[src/rtl/rv32i_io_pkg.sv]
// Shared constants and types for the RV32I memory-mapped I/O responder.
// Register word offsets, STATUS bit positions, TX FIFO depth and UART FSM states.
package rv32i_io_pkg;

  localparam logic [28:0] AddrGpioOut = 29'd0;
  localparam logic [28:0] AddrGpioIn  = 29'd1;
  localparam logic [28:0] AddrTxData  = 29'd2;
  localparam logic [28:0] AddrStatus  = 29'd3;
  localparam logic [28:0] AddrTimer   = 29'd4;

  localparam int unsigned StatFull  = 0;
  localparam int unsigned StatEmpty = 1;
  localparam int unsigned StatBusy  = 2;
  localparam int unsigned StatOvf   = 3;
  localparam int unsigned StatCntLo = 4;

  localparam int unsigned FifoDepth = 4;

  typedef enum logic [1:0] {
    StIdle,
    StStart,
    StData,
    StStop
  } uart_state_e;

endpackage

[src/rtl/rv32i_uart_tx.sv]
// 8N1 UART serializer; accepts a byte whenever o_ready is high and i_valid is set.
// Ready is raised in IDLE and on the last STOP cycle so frames can run back to back.
module rv32i_uart_tx
  import rv32i_io_pkg::*;
#(
  parameter int unsigned CLKS_PER_BIT = 868
) (
  input  logic       clk,
  input  logic       reset_n,
  input  logic [7:0] i_byte,
  input  logic       i_valid,
  output logic       o_ready,
  output logic       o_busy,
  output logic       o_tx
);

  localparam int unsigned   CntW    = (CLKS_PER_BIT > 1) ? $clog2(CLKS_PER_BIT) : 1;
  localparam logic [CntW-1:0] CntLast = CntW'(CLKS_PER_BIT - 1);

  uart_state_e     r_state, w_state_next;
  logic [CntW-1:0] r_cnt, w_cnt_next;
  logic [2:0]      r_bit, w_bit_next;
  logic [7:0]      r_shift, w_shift_next;
  logic            w_bit_end;

  assign w_bit_end = (r_cnt == CntLast);

  always_ff @(posedge clk or negedge reset_n) begin
    if (!reset_n) begin
      r_state <= StIdle;
      r_cnt   <= '0;
      r_bit   <= '0;
      r_shift <= '0;
    end else begin
      r_state <= w_state_next;
      r_cnt   <= w_cnt_next;
      r_bit   <= w_bit_next;
      r_shift <= w_shift_next;
    end
  end

  always_comb begin
    w_state_next = r_state;
    w_cnt_next   = r_cnt + 1'b1;
    w_bit_next   = r_bit;
    w_shift_next = r_shift;
    o_ready      = 1'b0;
    case (r_state)
      StIdle: begin
        o_ready    = 1'b1;
        w_cnt_next = '0;
        if (i_valid) begin
          w_state_next = StStart;
          w_shift_next = i_byte;
        end
      end
      StStart: begin
        if (w_bit_end) begin
          w_state_next = StData;
          w_cnt_next   = '0;
          w_bit_next   = '0;
        end
      end
      StData: begin
        if (w_bit_end) begin
          w_cnt_next   = '0;
          w_shift_next = {1'b0, r_shift[7:1]};
          w_bit_next   = r_bit + 3'd1;
          if (r_bit == 3'd7) w_state_next = StStop;
        end
      end
      StStop: begin
        if (w_bit_end) begin
          o_ready      = 1'b1;
          w_cnt_next   = '0;
          // Chain straight into the next START when a byte is waiting.
          if (i_valid) begin
            w_state_next = StStart;
            w_shift_next = i_byte;
          end else begin
            w_state_next = StIdle;
          end
        end
      end
      default: w_state_next = StIdle;
    endcase
  end

  assign o_busy = (r_state != StIdle);
  assign o_tx   = (r_state == StStart) ? 1'b0 :
                  (r_state == StData)  ? r_shift[0] : 1'b1;

endmodule

[src/rtl/rv32i_io_responder.sv]
// Memory-mapped I/O block: GPIO out/in, 4-entry UART TX FIFO, STATUS and free-running TIMER.
// Read data is captured every cycle from the current address and has no side effects.
module rv32i_io_responder
  import rv32i_io_pkg::*;
#(
  parameter int unsigned CLKS_PER_BIT = 868,
  parameter int unsigned GPIO_W       = 16
) (
  input  logic              clk,
  input  logic              reset_n,
  input  logic [31:2]       io_addr,
  input  logic              io_we,
  input  logic [31:0]       io_wdata,
  output logic [31:0]       io_rdata,
  input  logic [GPIO_W-1:0] gpio_in,
  output logic [GPIO_W-1:0] gpio_out,
  output logic              uart_tx
);

  logic [28:0]       w_word;
  logic              w_unused_addr;
  logic [31:0]       r_rdata, w_rdata, w_status;
  logic [GPIO_W-1:0] r_gpio_out, r_sync1, r_sync2;
  logic [31:0]       r_timer;
  logic [7:0]        r_fifo [FifoDepth];
  logic [1:0]        r_wptr, r_rptr;
  logic [2:0]        r_count;
  logic              r_ovf;
  logic              w_full, w_empty, w_wr_tx, w_push, w_pop, w_ovf_evt, w_ovf_clr;
  logic              w_tx_ready, w_tx_busy;

  // Only bits [30:2] take part in decode.
  assign w_word        = io_addr[30:2];
  assign w_unused_addr = io_addr[31];

  assign w_full    = (r_count == 3'(FifoDepth));
  assign w_empty   = (r_count == 3'd0);
  assign w_wr_tx   = io_we && (w_word == AddrTxData);
  assign w_push    = w_wr_tx && !w_full;
  assign w_ovf_evt = w_wr_tx && w_full;
  assign w_ovf_clr = io_we && (w_word == AddrStatus) && io_wdata[StatOvf];
  assign w_pop     = w_tx_ready && !w_empty;

  always_comb begin
    w_status                    = '0;
    w_status[StatFull]          = w_full;
    w_status[StatEmpty]         = w_empty;
    w_status[StatBusy]          = w_tx_busy;
    w_status[StatOvf]           = r_ovf;
    w_status[StatCntLo +: 3]    = r_count;
  end

  always_comb begin
    w_rdata = '0;
    case (w_word)
      AddrGpioOut: w_rdata = 32'(r_gpio_out);
      AddrGpioIn:  w_rdata = 32'(r_sync2);
      AddrStatus:  w_rdata = w_status;
      AddrTimer:   w_rdata = r_timer;
      default:     w_rdata = '0;
    endcase
  end

  always_ff @(posedge clk or negedge reset_n) begin
    if (!reset_n) begin
      r_rdata    <= '0;
      r_gpio_out <= '0;
      r_sync1    <= '0;
      r_sync2    <= '0;
      r_timer    <= '0;
      r_wptr     <= '0;
      r_rptr     <= '0;
      r_count    <= '0;
      r_ovf      <= 1'b0;
      for (int i = 0; i < int'(FifoDepth); i++) r_fifo[i] <= '0;
    end else begin
      r_rdata <= w_rdata;
      r_sync1 <= gpio_in;
      r_sync2 <= r_sync1;
      if (io_we && (w_word == AddrGpioOut)) r_gpio_out <= io_wdata[GPIO_W-1:0];
      if (io_we && (w_word == AddrTimer)) r_timer <= io_wdata;
      else                                r_timer <= r_timer + 32'd1;
      if (w_push) begin
        r_fifo[r_wptr] <= io_wdata[7:0];
        r_wptr         <= r_wptr + 2'd1;
      end
      if (w_pop) r_rptr <= r_rptr + 2'd1;
      if (w_push && !w_pop)      r_count <= r_count + 3'd1;
      else if (w_pop && !w_push) r_count <= r_count - 3'd1;
      // A dropped push outranks a same-cycle clear.
      if (w_ovf_evt)      r_ovf <= 1'b1;
      else if (w_ovf_clr) r_ovf <= 1'b0;
    end
  end

  assign io_rdata = r_rdata;
  assign gpio_out = r_gpio_out;

  rv32i_uart_tx #(
    .CLKS_PER_BIT(CLKS_PER_BIT)
  ) u_uart_tx (
    .clk    (clk),
    .reset_n(reset_n),
    .i_byte (r_fifo[r_rptr]),
    .i_valid(!w_empty),
    .o_ready(w_tx_ready),
    .o_busy (w_tx_busy),
    .o_tx   (uart_tx)
  );

endmodule

[config.mk]
export PLATFORM = sky130hd
export DESIGN_NAME = rv32i_io_responder
export DESIGN_NICKNAME = d
export VERILOG_FILES = /design/src/rtl/rv32i_io_pkg.sv /design/src/rtl/rv32i_uart_tx.sv /design/src/rtl/rv32i_io_responder.sv
export SDC_FILE = /design/constraint.sdc
export NUM_CORES = 1
export LEC_CHECK = 0
export ABC_CLOCK_PERIOD_IN_PS = 3500
export CORE_MARGIN = 1.5
export CORE_UTILIZATION = 50
export CTS_BUF_LIST = sky130_fd_sc_hd__clkbuf_16
export DETAILED_ROUTE_END_ITERATION = 8
export PLACE_DENSITY = 0.76
export SYNTH_ARGS = -nofsm -noshare
export SYNTH_HDL_FRONTEND = slang
export SYNTH_SLANG_ARGS = --single-unit
export TNS_END_PERCENT = 20
[constraint.sdc]
create_clock -name clk -period 3.5 [get_ports clk]
set_clock_uncertainty 0.1 [all_clocks]
set_input_delay 0.35 -clock clk [delete_from_list [all_inputs] [get_ports clk]]
set_output_delay 0.35 -clock clk [all_outputs]
set_load 0.1 [all_outputs]
==> flow_summary.rst <==
.. list-table::
   :header-rows: 1

   * - Metric
     - Value
   * - Maximum fanout along the worst path
     - 4
   * - DP Area
     - 0.009049 mm²
   * - Shortest clock period the worst path allows after layout
     - 2.863 ns
   * - DP Wirelength
     - 12680 µm
   * - Filler Cell Count
     - 1050
   * - Post-synthesis instance area
     - 0.007508 mm²
   * - Clock tree root driver cell
     - sky130_fd_sc_hd__clkbuf_16
   * - Ratio of cells with drive above 1 in the final layout
     - 0.1532
   * - Mapped Nets
     - 703
   * - Last weighted congestion value of the routability-driven placer
     - 0.8351
   * - Summed area of non-filler cells in the final layout
     - 0.009630 mm²
   * - Pin count of the biggest net entering global routing
     - 95
   * - Synth Area in Compound Gates
     - 0.07115
   * - Peak supply drop
     - 0.2944 mV
   * - Number of top-level pins
     - 130
   * - Total count of max-transition violations in the final report
     - 0
   * - Sequential share of the synthesized area
     - 0.5832
   * - Rows
     - 44
   * - Setup TNS Final
     - 0 ns
   * - Type of element launching the critical path
     - flop
   * - Sinks on Clock Net
     - 175
   * - Via/cell ratio
     - 5.713
   * - P per Cell Area
     - 421.2 mW/mm²
   * - Multi-input gate area in the final layout
     - 0.002993 mm²
   * - Critical setup path kind
     - reg2reg
   * - Chip Height
     - 125.5 µm
   * - Diode count
     - 0
   * - Final hold violation count
     - 0
   * - Worst Tran Pin Value
     - 1.095 ns
   * - Post-Syn Instances
     - 607
   * - Worst Min Path Start
     - r_sync1[5]
   * - Die footprint
     - 0.01576 mm²
   * - Worst-case clock buffer depth
     - 2
   * - Max-capacitance violation count
     - 0
   * - Overall routed net length
     - 17970 µm
   * - Count of buffers inserted at the top-level ports
     - 128
   * - Initial drt markers
     - 446
   * - Fraction of synthesized area in multiplexers
     - 0.1083
   * - Yosys warnings
     - 0
   * - Data required, critical path
     - 3.72 ns
   * - Number of H-tree levels
     - 4
   * - Clock-pin slew reported for the worst setup and hold paths after clock tree synthesis
     - 0.07 ns
   * - TritonCTS clock tree
     - built
   * - Xor and xnor area share after synthesis
     - 0.05016
   * - Floorplan core area
     - 0.01459 mm²
   * - Grt ovf
     - 0
   * - Fraction of the mapped netlist area in adder cells
     - 0.02600
   * - Data arrival time of the critical path
     - 3.08 ns
   * - Total global routing track utilization
     - 0.2404
   * - Antenna violations before repair
     - 0
   * - Post-cts resize count
     - 0
   * - Unrepaired setup endpoints after global routing
     - no
   * - Number of flops mapped to enable cells by yosys
     - 0
   * - Min-Delay Path Class
     - reg2reg
   * - Largest family of logic cells by synthesized area
     - simple AND/OR/NAND/NOR gates
   * - Synth-to-Final Area Change
     - 28.26%
   * - Tightest slew margin relative to the limit
     - 0.2638
   * - Flops & latches, synth
     - 175
   * - Synthesized-area fraction occupied by and/or/nand/nor cells
     - 0.1410
   * - Static leakage power
     - 0.004472 µW
   * - Fraction of synthesis flops using an asynchronous set or reset pin
     - 1.000
   * - Number of nets still failing antenna checks after routing
     - 0
   * - Final setup violating endpoints
     - 0
   * - Total number of vias
     - 5376
   * - Unique masters post-synth
     - 48
   * - Total DRC errors in the routed layout
     - 0
   * - Outcome
     - completed
   * - FF/Latch Area
     - 0.004379 mm²
   * - Final period utilization
     - 0.8181
   * - Width of the die
     - 125.5 µm
   * - Top_reg_cell synth
     - sky130_fd_sc_hd__dfrtp_1
   * - Kind of capture point of the worst setup path
     - flop
   * - DR pass1 iterations
     - 5
   * - Maximum clock frequency
     - 349.2 MHz
   * - CP Launch Point
     - u_uart_tx.r_cnt[0]
   * - Effective utilization at floorplan
     - 0.5147
   * - Avg Cell Area, Syn
     - 12.37 µm²
   * - First-pass GRT wire length
     - 29290 µm
   * - Launching point of the worst reg2reg path
     - u_uart_tx.r_cnt[0]
   * - Number of global-route vias before repair
     - 5614
   * - Final net count
     - 840
   * - WL/cell
     - 19.10 µm
   * - Clk Latency, worst-skew pair
     - 0.43 ns
   * - Cts bufs inserted
     - 17
logic make-up after synthesis:
kind of cell               Yosys count
and+or+nand+nor                    192
DFF                                175
AOI/OAI and AO/OA                   79
muxes                               65
xor gates and xnor gates            43
buffers and inverters               38
adders and majority gates           15
report_power, final:
| part | internal, µW | switching, µW | leakage [µW] | total [µW] |
|---|---|---|---|---|
| combinational | 88.7 | 83.0 | 0.00188 | 172 |
| clock | 1050 | 791 | 0.000284 | 1840 |
| sequential | 2040 | 5.76 | 0.00231 | 2050 |
| total | 3180 | 880 | 0.00447 | 4060 |
cell usage in the layout (no fill, tap or decap), drive strengths merged, types with 3 or more instances in the layout:
master         instances
nand2b                 3
dfrtp                175
nand4                 13
buf                   16
o21ai                 14
mux2i                  7
a32o                   3
or2                    3
xor2                  24
and4                   4
a22o                   7
clkbuf                17
nand3                 19
and2                   3
mux4                   8
and3                  39
nor3                   7
ha                    14
nor2                  56
inv                   16
xnor2                 19
mux2                  50
a21oi                 33
clkdlybuf4s50        126
a221o                 16
nor4                  12
clkinv                 9
nand2                 24
cell type report:
cell class | instances | share of cell area
sequential | 175 | 0.4547
clock inverter | 15 | 0.01520
inverter | 13 | 0.005067
timing repair buffer | 143 | 0.1462
tap | 184 | 0.02391
multi-input combinational | 394 | 0.3108
clock buffer | 17 | 0.04417
synth_stat cells, drive strengths merged, types with 4 or more instances:
library cell | count | area (µm²)
xor2 | 24 | 210.2
nand2 | 24 | 97.60
a221o | 16 | 160.2
inv | 13 | 48.79
and3 | 39 | 244.0
ha | 14 | 175.2
mux2i | 7 | 70.07
xnor2 | 19 | 166.4
a21oi | 33 | 165.2
buf | 4 | 22.52
clkbuf | 21 | 80.07
nand3 | 19 | 95.09
and4 | 4 | 35.03
dfrtp | 175 | 4379
nand4 | 13 | 87.58
mux2 | 50 | 563.0
a22o | 7 | 61.31
o21ai | 14 | 70.06
nor4 | 12 | 123.9
mux4 | 8 | 180.2
nor3 | 7 | 35.03
nor2 | 56 | 210.2
critical path: stages (launching register included):
cell and delay (ns):
sky130_fd_sc_hd__dfrtp_1 0.39, sky130_fd_sc_hd__ha_1 0.21, sky130_fd_sc_hd__nor4bb_1 0.24, sky130_fd_sc_hd__buf_4 0.18, sky130_fd_sc_hd__a41oi_1 0.12, sky130_fd_sc_hd__nor3_1 0.45
sky130_fd_sc_hd__inv_1 0.10, sky130_fd_sc_hd__ha_1 0.22, sky130_fd_sc_hd__inv_1 0.07, sky130_fd_sc_hd__fa_1 0.40, sky130_fd_sc_hd__mux2_2 0.26
routing by layer:
metal,global-route usage,vias to the layer above,share of wire
met2,0.3935,191,0.50
met5,0,-,0
li1,-,2453,-
met4,0.08890,0,0.022
met3,0.05135,32,0.056
met1,0.3175,2700,0.42
registers in the layout, indices dropped and copies added, names as in the netlist:
signal and flops:
io_rdata 32, r_fifo 32, r_timer 32, gpio_out 16
r_sync1 16, r_sync2 16, u_uart_tx.r_cnt 10, u_uart_tx.r_shift 8
r_count 3, u_uart_tx.r_bit 3, r_rptr 2, r_wptr 2
u_uart_tx.r_state 2, r_ovf 1
repair_timing:
item	4_1_cts	5_1_grt
setup buffers	0	0
hold buffers	1	0
endpoints found under the hold margin	91	0
setup endpoints to repair	0	0
per-stage QoR:
step	total power (µW)	util	setup WS, ns	hold WS [ns]	cells
3_5_place_dp	2258	0.6202	0.3400	0.2347	908
6_report	4057	0.6601	0.6366	0.2479	941
3_3_place_gp	2252	0.6202	0.4760	0.2334	908
5_1_grt	4178	0.6601	0.4059	0.2470	941
2_1_floorplan	2100	-	0.7374	-0.04559	607
4_1_cts	4086	0.6601	0.6877	0.2374	941
path summary, 6_finish.rpt:
path | slack [ns] | cells after the start | endpoint
min in group asynchronous | 0.44 | 2 | u_uart_tx.r_shift[3]
worst min register to register | 0.25 | 0 | r_sync2[5]
worst max register to register | 0.64 | 10 | r_count[1]
worst min-delay path | 0.25 | 0 | r_sync2[5]
max in group asynchronous | 1.88 | 3 | io_rdata[5]
worst max-delay path | 0.64 | 10 | r_count[1]
Power figures use the tool's default switching activity.
